[src/rtl/microseq_ctrl_if.sv]
// Bundle of the sequencer's control-side signals.
//   start  : one-cycle request to run the microprogram from the reset vector
//   opcode : dispatch address, sampled on a commit cycle
//   flags  : ALU condition flags, sampled on a commit cycle
//   ctrl   : control field of the current micro-word (0 outside RUN)
//   upc    : address of the current micro-word
//   step   : one-cycle pulse on each commit cycle
//   busy   : sequencer is in RUN
//   finish : stopped on a HALT micro-word
//   err    : stopped on an illegal address or branch mode
//   state_dbg : FSM state (0 IDLE, 1 RUN, 2 HALT) for observation
// Handshake: start is a request that is taken only when busy is low (IDLE
// or HALT); busy rising on the next cycle is the acknowledge. A start seen
// while busy is high is dropped, never queued.
interface microseq_ctrl_if #(
  parameter int ADDR_W = 8,
  parameter int CTRL_W = 22,
  parameter int FLAG_W = 4
);
  logic              start;
  logic [ADDR_W-1:0] opcode;
  logic [FLAG_W-1:0] flags;
  logic [CTRL_W-1:0] ctrl;
  logic [ADDR_W-1:0] upc;
  logic              step;
  logic              busy;
  logic              finish;
  logic              err;
  logic [1:0]        state_dbg;

  modport master (
    output start, opcode, flags,
    input  ctrl, upc, step, busy, finish, err, state_dbg
  );

  modport slave (
    input  start, opcode, flags,
    output ctrl, upc, step, busy, finish, err, state_dbg
  );
endinterface

[src/rtl/microseq_ctrl.sv]
// Microprogrammed sequencer for the downsampling processor.
// Holds the control store, sequences micro-addresses (next, dispatch,
// conditional branch, halt) and presents one control word per micro-step of
// PHASES clock cycles.
// Ports:
//   clk  : system clock, everything on posedge
//   rst  : synchronous active-high reset, wins over every other input
//   bus  : microseq_ctrl_if.slave (start/opcode/flags in; ctrl/upc/step/
//          busy/finish/err/state_dbg out)
// The control store is supplied as the packed parameter ROM_IMAGE; word i
// lives at ROM_IMAGE[i*WORD_W +: WORD_W] with layout
// {next[ADDR_W], bmode[3], fsel[FSEL_W], ctrl[CTRL_W]}.
module microseq_ctrl #(
  parameter int ADDR_W    = 8,
  parameter int CTRL_W    = 22,
  parameter int FLAG_W    = 4,
  parameter int ROM_DEPTH = 43,
  parameter int PHASES    = 4,
  parameter int RESET_VEC = 0,
  localparam int FSEL_W   = (FLAG_W > 1) ? $clog2(FLAG_W) : 1,
  localparam int WORD_W   = ADDR_W + 3 + FSEL_W + CTRL_W,
  parameter logic [ROM_DEPTH*WORD_W-1:0] ROM_IMAGE = '0
) (
  input logic            clk,
  input logic            rst,
  microseq_ctrl_if.slave bus
);

  localparam int PH_W = (PHASES > 1) ? $clog2(PHASES) : 1;
  localparam logic [PH_W-1:0]   LAST_PH = PH_W'(PHASES - 1);
  localparam logic [ADDR_W-1:0] RV      = ADDR_W'(RESET_VEC);

  localparam logic [2:0] BM_NEXT = 3'b000;
  localparam logic [2:0] BM_DISP = 3'b001;
  localparam logic [2:0] BM_BRT  = 3'b010;
  localparam logic [2:0] BM_BRF  = 3'b011;
  localparam logic [2:0] BM_HALT = 3'b100;

  typedef enum logic [1:0] {
    IDLE = 2'd0,
    RUN  = 2'd1,
    HALT = 2'd2
  } state_t;

  state_t              state, state_n;
  logic [PH_W-1:0]     phase, phase_n;
  logic [ADDR_W-1:0]   upc, upc_n;
  logic [WORD_W-1:0]   mir, mir_n;
  logic                finish_q, finish_n;
  logic                err_q, err_n;
  logic [ADDR_W-1:0]   nxt;
  logic                flag_sel;

  // Micro-instruction register fields.
  logic [ADDR_W-1:0] mir_next;
  logic [2:0]        mir_bmode;
  logic [FSEL_W-1:0] mir_fsel;
  logic [CTRL_W-1:0] mir_ctrl;

  assign mir_next  = mir[WORD_W-1 -: ADDR_W];
  assign mir_bmode = mir[CTRL_W+FSEL_W +: 3];
  assign mir_fsel  = mir[CTRL_W +: FSEL_W];
  assign mir_ctrl  = mir[CTRL_W-1:0];

  // Store read as a decoded mux; addresses beyond the store read as zero
  // but are never loaded because the range check stops the sequencer first.
  function automatic logic [WORD_W-1:0] rom_word(input logic [ADDR_W-1:0] a);
    rom_word = '0;
    for (int i = 0; i < ROM_DEPTH; i++) begin
      if (a == ADDR_W'(i)) rom_word = ROM_IMAGE[i*WORD_W +: WORD_W];
    end
  endfunction

  // Condition flag picked by fsel; a select past FLAG_W reads as false.
  always_comb begin
    flag_sel = 1'b0;
    for (int i = 0; i < FLAG_W; i++) begin
      if (mir_fsel == FSEL_W'(i)) flag_sel = bus.flags[i];
    end
  end

  always_ff @(posedge clk) begin
    if (rst) begin
      state    <= IDLE;
      phase    <= '0;
      upc      <= RV;
      mir      <= '0;
      finish_q <= 1'b0;
      err_q    <= 1'b0;
    end else begin
      state    <= state_n;
      phase    <= phase_n;
      upc      <= upc_n;
      mir      <= mir_n;
      finish_q <= finish_n;
      err_q    <= err_n;
    end
  end

  always_comb begin
    state_n  = state;
    phase_n  = phase;
    upc_n    = upc;
    mir_n    = mir;
    finish_n = finish_q;
    err_n    = err_q;
    nxt      = mir_next;

    case (state)
      IDLE, HALT: begin
        if (bus.start) begin
          state_n  = RUN;
          phase_n  = '0;
          upc_n    = RV;
          mir_n    = rom_word(RV);
          finish_n = 1'b0;
          err_n    = 1'b0;
        end
      end

      RUN: begin
        if (phase == LAST_PH) begin
          phase_n = '0;
          case (mir_bmode)
            BM_NEXT: nxt = mir_next;
            BM_DISP: nxt = bus.opcode;
            BM_BRT:  nxt = flag_sel ? mir_next : upc + ADDR_W'(1);
            BM_BRF:  nxt = flag_sel ? upc + ADDR_W'(1) : mir_next;
            default: nxt = upc;
          endcase

          if (mir_bmode == BM_HALT) begin
            state_n  = HALT;
            finish_n = 1'b1;
          end else if (mir_bmode > BM_HALT) begin
            // Reserved branch modes stop like HALT but flag an error.
            state_n = HALT;
            err_n   = 1'b1;
          end else if (32'(nxt) >= 32'(ROM_DEPTH)) begin
            // Keep the offending address in upc for debug; mir is not loaded.
            state_n = HALT;
            err_n   = 1'b1;
            upc_n   = nxt;
          end else begin
            upc_n = nxt;
            mir_n = rom_word(nxt);
          end
        end else begin
          phase_n = phase + PH_W'(1);
        end
      end

      default: state_n = IDLE;
    endcase
  end

  // All outputs decode registered state only; opcode/flags never reach them
  // combinationally.
  assign bus.ctrl      = (state == RUN) ? mir_ctrl : '0;
  assign bus.upc       = upc;
  assign bus.step      = (state == RUN) && (phase == LAST_PH);
  assign bus.busy      = (state == RUN);
  assign bus.finish    = finish_q;
  assign bus.err       = err_q;
  assign bus.state_dbg = state;

endmodule
[src/flat_wrapper.sv]
// flat-port wrapper written by rule: the top's interface ports become plain ports
module microseq_ctrl_flat 
#(
  parameter int ADDR_W    = 8,
  parameter int CTRL_W    = 22,
  parameter int FLAG_W    = 4,
  parameter int ROM_DEPTH = 43,
  parameter int PHASES    = 4,
  parameter int RESET_VEC = 0,
  localparam int FSEL_W   = (FLAG_W > 1) ? $clog2(FLAG_W) : 1,
  localparam int WORD_W   = ADDR_W + 3 + FSEL_W + CTRL_W,
  parameter logic [ROM_DEPTH*WORD_W-1:0] ROM_IMAGE = '0
)
  (clk, rst, bus_start, bus_opcode, bus_flags, bus_ctrl, bus_upc, bus_step, bus_busy, bus_finish, bus_err, bus_state_dbg);
  microseq_ctrl_if #(.ADDR_W(ADDR_W), .CTRL_W(CTRL_W), .FLAG_W(FLAG_W)) bus_i ();
  input logic clk;
  input logic rst;
  input wire logic [$bits(bus_i.start)-1:0] bus_start;
  input wire logic [$bits(bus_i.opcode)-1:0] bus_opcode;
  input wire logic [$bits(bus_i.flags)-1:0] bus_flags;
  output wire logic [$bits(bus_i.ctrl)-1:0] bus_ctrl;
  output wire logic [$bits(bus_i.upc)-1:0] bus_upc;
  output wire logic [$bits(bus_i.step)-1:0] bus_step;
  output wire logic [$bits(bus_i.busy)-1:0] bus_busy;
  output wire logic [$bits(bus_i.finish)-1:0] bus_finish;
  output wire logic [$bits(bus_i.err)-1:0] bus_err;
  output wire logic [$bits(bus_i.state_dbg)-1:0] bus_state_dbg;
  assign bus_i.start = bus_start;
  assign bus_i.opcode = bus_opcode;
  assign bus_i.flags = bus_flags;
  assign bus_ctrl = bus_i.ctrl;
  assign bus_upc = bus_i.upc;
  assign bus_step = bus_i.step;
  assign bus_busy = bus_i.busy;
  assign bus_finish = bus_i.finish;
  assign bus_err = bus_i.err;
  assign bus_state_dbg = bus_i.state_dbg;
  microseq_ctrl #(.ADDR_W(ADDR_W), .CTRL_W(CTRL_W), .FLAG_W(FLAG_W), .ROM_DEPTH(ROM_DEPTH), .PHASES(PHASES), .RESET_VEC(RESET_VEC), .ROM_IMAGE(ROM_IMAGE)) u_core (.clk(clk), .rst(rst), .bus(bus_i));
endmodule
[config.mk]
export PLATFORM = sky130hd
export DESIGN_NAME = microseq_ctrl_flat
export DESIGN_NICKNAME = d
export VERILOG_FILES = /design/src/rtl/microseq_ctrl_if.sv /design/src/rtl/microseq_ctrl.sv /design/src/flat_wrapper.sv
export SDC_FILE = /design/constraint.sdc
export NUM_CORES = 1
export LEC_CHECK = 0
export ABC_AREA = 1
export BUFFER_PORTS_ARGS = -buffer_cell sky130_fd_sc_hd__buf_4
export CORE_MARGIN = 3
export CORE_UTILIZATION = 33
export DETAILED_ROUTE_END_ITERATION = 10
export PLACE_DENSITY = 0.79
export SYNTH_ARGS = -nofsm -noshare
export SYNTH_HDL_FRONTEND = slang
export SYNTH_SLANG_ARGS = --single-unit
[constraint.sdc]
create_clock -name clk -period 1.1 [get_ports clk]
set_input_delay 0.055 -clock clk [delete_from_list [all_inputs] [get_ports clk]]
set_output_delay 0.055 -clock clk [all_outputs]
set_load 0.005 [all_outputs]
* Word level (Yosys, flattened, before mapping)
Cells that the tools add are included.
Operators by class: $add $sub $neg 2, order comparisons 2, equality and inequality tests 18, mux-type cells 39, reductions and logical operators 12
Operator list (count):
- $mux W35 | 5
- $pmux W35 S2 | 1
- $mux W8 | 8
- $pmux W8 S4 | 1
- $mux W22 | 1
- $pmux W8 S2 | 1
- $mux W2 | 7
- $mux W1 | 11
- $reduce_and A5 Y1 | 2
- $add A8 B1 Y8 const B | 1
- $eq A2 B2 Y1 const B | 4
- $ge A8 B6 Y1 const B | 1
- $ne A2 B2 Y1 const B | 4
- $pmux W2 S2 | 2
- $eq A3 B2 Y1 const B | 2
- $reduce_and A6 Y1 | 1
- $eq A2 B1 Y1 const B | 2
- $logic_not A2 Y1 | 2
- $ne A2 B1 Y1 const B | 2
- $ne A4 B1 Y1 const B | 1
- $pmux W1 S2 | 2
- $reduce_and A4 Y1 | 1
- $eq A3 B1 Y1 const B | 1
- $eq A3 B3 Y1 const B | 1
- other kinds (9) | 9
Word-level totals: register bits 49, input port bits 15, word-level logic and storage cells 79

* Depth between registers and ports, before layout
word-level depth 15, gate-level depth with buffers 6, gate-level depth less buffers 6

* Least setup slack after synthesis
OpenSTA, ideal clock, no wires.
path type reg2reg, start register u_core.phase[0], end register u_core.phase[0], setup time 64 ps, arrival 746 ps, required time 1036 ps, path slack 290 ps, stages on the path, launching flop included 7, buffers on the path 0, clock period less this slack 810 ps, path through dfxtp_1 -> ha_1 -> inv_1 -> nand3_1 -> nand2_1 -> nand2_1 -> nor2_1
On the way: word-level cells in the longest chain between the ends 3
RTL lines:
- from (decl) | line microseq_ctrl.sv:46 | logic [PH_W-1:0] phase, phase_n;
- from (signal assigned) | line microseq_ctrl.sv:92 | phase <= phase_n;
- $add A2 B1 Y2 / $eq A2 B2 Y1 (equally long branches) | line microseq_ctrl.sv:149, microseq_ctrl.sv:122
- $mux W2 (*) | line microseq_ctrl.sv:122 | if (phase == LAST_PH) begin
- $pmux W2 S2 (*) | line microseq_ctrl.sv:109 | case (state)
Mark *: on every way between the ends. The rest lies on a longest branch, timed or not. A chain may end at the register's enable or synchronous reset.

* Worst setup path after layout
start register u_core.state[0] (netlist: u_core.bus.state_dbg[0]), end output bus_step
On the way: word-level cells in the longest chain between the ends 2
RTL lines:
- from (decl) | line microseq_ctrl.sv:45 | state_t state, state_n;
- from (signal assigned) | line microseq_ctrl.sv:91 | state <= state_n;
- $eq A2 B1 Y1 | line microseq_ctrl.sv:161 | assign bus.step = (state == RUN) && (phase == LAST_PH);
- $logic_and A1 B1 Y1 | line microseq_ctrl.sv:161
- to (decl) | line flat_wrapper.sv:23 | output wire logic [$bits(bus_i.step)-1:0] bus_step;
No other way between the ends.

==> flow_metrics.py <==
metrics = {
    "sta": {
        "totalNegativeSetupSlack_ps": 0,
        "final.hold.worst_slack_ps": 439.7,
        "fmaxAchievable_mhz": 957.3,
        "timing.final.hold_violations": 0,
        "report.final.setup_viol": 0,
        "report.final.slew_viol_count": 0,
        "post_route_clock_period_utilization_pct": 94.96,
        "post-route-worst-setup-slack_ps": 55.42,
        "worst_clock_skew_ps": 6.016,
        "grt_setup_unrepaired": "false",
        "post-route-min-period_ps": 1045,
    },
    "routing": {
        "post_drt_wl_per_cell_um": 7.636,
        "drtIter0Drc": 0,
        "drt-pass1-iter-count": 1,
        "detailroute.via_count": 299,
        "detail_route.drc_violations": 0,
        "postRouteWirelength_um": 672,
        "vias_per_cell": 3.398,
        "antenna_left": 0,
    },
    "power_and_ir_drop": {
        "p_total_mw": 0.5178,
        "power.internal_mw": 0.3796,
        "leakage_nw": 0.2710,
        "vdd_ir_drop_max_mv": 0.4797,
        "clkPwrFrac_pct": 38.5,
        "sw_frac_of_total_pct": 26.69,
        "power.density_mw_per_mm2": 1092,
        "sequentialPowerShare_pct": 45.3,
        "share_comb_of_total_power_pct": 16.2,
        "p_switching_mw": 0.1382,
    },
    "clock_network": {
        "cell_at_the_root_of_the_clock_tree": "sky130_fd_sc_hd__clkbuf_4",
        "cts_sinks": 6,
        "cts.clk_slew.worst_paths_ps": 40,
        "cts_tree": "yes",
        "cts-root-to-sink-buffers": 2,
        "insertion_delay_ps": 240,
        "htreeDepth": 1,
        "number_of_clock_buffers_inserted_by_tritoncts": 3,
    },
    "critical_path": {
        "timing.critical_path.cells": "nand2_2, nor2_1, buf_4",
        "path_delay_family": "flip-flops",
        "timing.critical_path.to_type": "output port",
        "critical_path.n_buffers_inverters": 1,
        "critical_path_arrival_ps": 990,
        "worstSetupStartpointType": "flip-flop",
        "critical_path_class": "reg -> out",
        "cp_slowest_stage_delay_ps": 410,
        "critical_path.slowest_cell": "sky130_fd_sc_hd__dfxtp_1",
        "critical_path_peak_fanout": 5,
        "critical_path_required_ps": 1040,
    },
    "synth": {
        "synthCells": 62,
        "synth_sequential_area_ratio_pct": 25.60,
        "mappedNetlistArea_um2": 469.2,
        "synth_warnings": 0,
        "ffs_latches_synth": 6,
        "synth_cell_types": 13,
        "syn-mean-instance-area_um2": 7.568,
    },
    "floorplanning": {
        "boundaryPins": 51,
        "placeableCoreArea_mm2": 0.001216,
        "core.rowCount": 12,
        "chipHeight_um": 43.71,
        "floorplan.initialDensity_pct": 38.58,
        "die_area_mm2": 0.001910,
        "fp.dieW_um": 43.71,
    },
    "cells_and_area": {
        "seqCellArea_um2": 121.4,
        "final_cells": 88,
        "commonest_non_fill_non_tap_cell_in_the_layout": "sky130_fd_sc_hd__conb_1",
        "antenna_cells_inserted": 0,
        "fillerInstances": 130,
        "syn_to_layout_area_delta_pct": 1.067,
        "final_layout_size_suffix_gt1_share_pct": 22.97,
        "area_taken_by_multi_input_logic_gates_um2": 206.4,
        "number_of_nets_in_the_layout": 92,
        "mostFrequentLayoutCells": "30 x sky130_fd_sc_hd__conb_1, 8 x sky130_fd_sc_hd__buf_4, 5 x sky130_fd_sc_hd__inv_1, 5 x sky130_fd_sc_hd__nand2_1, 5 x sky130_fd_sc_hd__dfxtp_1",
    },
    "global_route": {
        "global_route.overflow_total": 0,
        "first_pass_grt_wire_length_um": 903,
        "initial_antenna_violation_count": 0,
        "grt_start_max_net_pins": 6,
        "globalRouteTotalUtil_pct": 6.689,
        "grt_pass1_vias": 211,
    },
    "worst_hold_path": {
        "min-delay-path-class": "reg -> reg",
    },
    "placement": {
        "place_congestion": 0.6651,
        "dp.cells": 83,
        "setup_slack_placement_ps": 231.9,
        "place.port_buffers": 8,
        "place.detailed.hpwl_um": 547.9,
    },
    "run": {
        "maxCapViolCount": 0,
    },
    "run_status": {
        "status": "completed",
    },
}
path summary, 6_finish.rpt:
path                                start               to  slack (ps)  cells after the start
setup / recovery  u_core.bus.state_dbg[0]         bus_step          60                      3
hold / removal             u_core.bus.err   u_core.bus.err         440                      2
setup reg to reg          u_core.phase[0]  u_core.phase[0]         220                      6
hold reg to reg            u_core.bus.err   u_core.bus.err         440                      2
logic make-up (layout without fill, tap and decap cells):
logic type | after synthesis | count (layout) | synth area share, %
flops | 6 | 6 | 25.60
buf+inv | 37 | 20 | 53.60
compound gates | 3 | 3 | 4.000
fa+ha+maj | 1 | 1 | 2.666
other cells | 1 | 30 | 0.7992
simple gates | 14 | 14 | 13.33
metrics by stage:
stage	util (%)	cell area, um^2
floorplan	-	578.1
global placement	35.39	430.4
detailed placement	35.39	430.4
CTS	38.89	473.0
global route	38.99	474.2
finish	38.99	474.2
worst register-to-register path: stages (launching register included):
cell and delay [ps]:
sky130_fd_sc_hd__dfxtp_2 320, sky130_fd_sc_hd__ha_1 180, sky130_fd_sc_hd__inv_1 70, sky130_fd_sc_hd__nand3_1 70, sky130_fd_sc_hd__nand2_1 60, sky130_fd_sc_hd__nand2_1 40, sky130_fd_sc_hd__nor2_1 70
flip-flops by register name (all words and copies together) (netlist names):
name / flops
u_core.bus.state_dbg: 2
u_core.phase: 2
u_core.bus.err: 1
u_core.bus.finish: 1
cell type report:
type / instances / share of cell area (%)
inverter: 7 / 5.541
clock buffer: 3 / 4.749
multi-input combinational: 48 / 43.54
sequential: 6 / 25.59
timing repair buffer: 10 / 16.89
tap: 14 / 3.694
cells in the mapped netlist (all sizes together):
cell	n	area, um^2
buf	30	225.2
nor2	4	15.01
nor4	1	6.260
dfxtp	6	120.1
nand3	2	10.01
nand2	7	31.28
conb	1	3.750
inv	7	26.28
a21oi	3	18.77
ha	1	12.51
per-layer routing:
layer	GRT usage, %	wire length [um]	part of all wire (%)
met1	5.854	218	32
met2	11.34	336	50
met3	3.320	106	16
met4	5.422	10	1.5
met5	0	0	0
what timing repair did:
item	CTS	global route
gates resized for setup	0	1
buffers inserted	0	0
hold endpoints to repair	3	0
setup endpoints to repair	0	1
hold buffers	2	0
power by group through the flow:
stage | clock network [mW] | registers (mW) | logic [mW]
after CTS | 0.211 | 0.234 | 0.0806
after global routing | 0.215 | 0.236 | 0.0977
final | 0.199 | 0.235 | 0.0840
after global placement | 0 | 0.237 | 0.0742
after floorplan | 0 | 0.236 | 0.131
after detailed placement | 0 | 0.238 | 0.0746
Note: power is estimated with default switching activity, not from simulation.
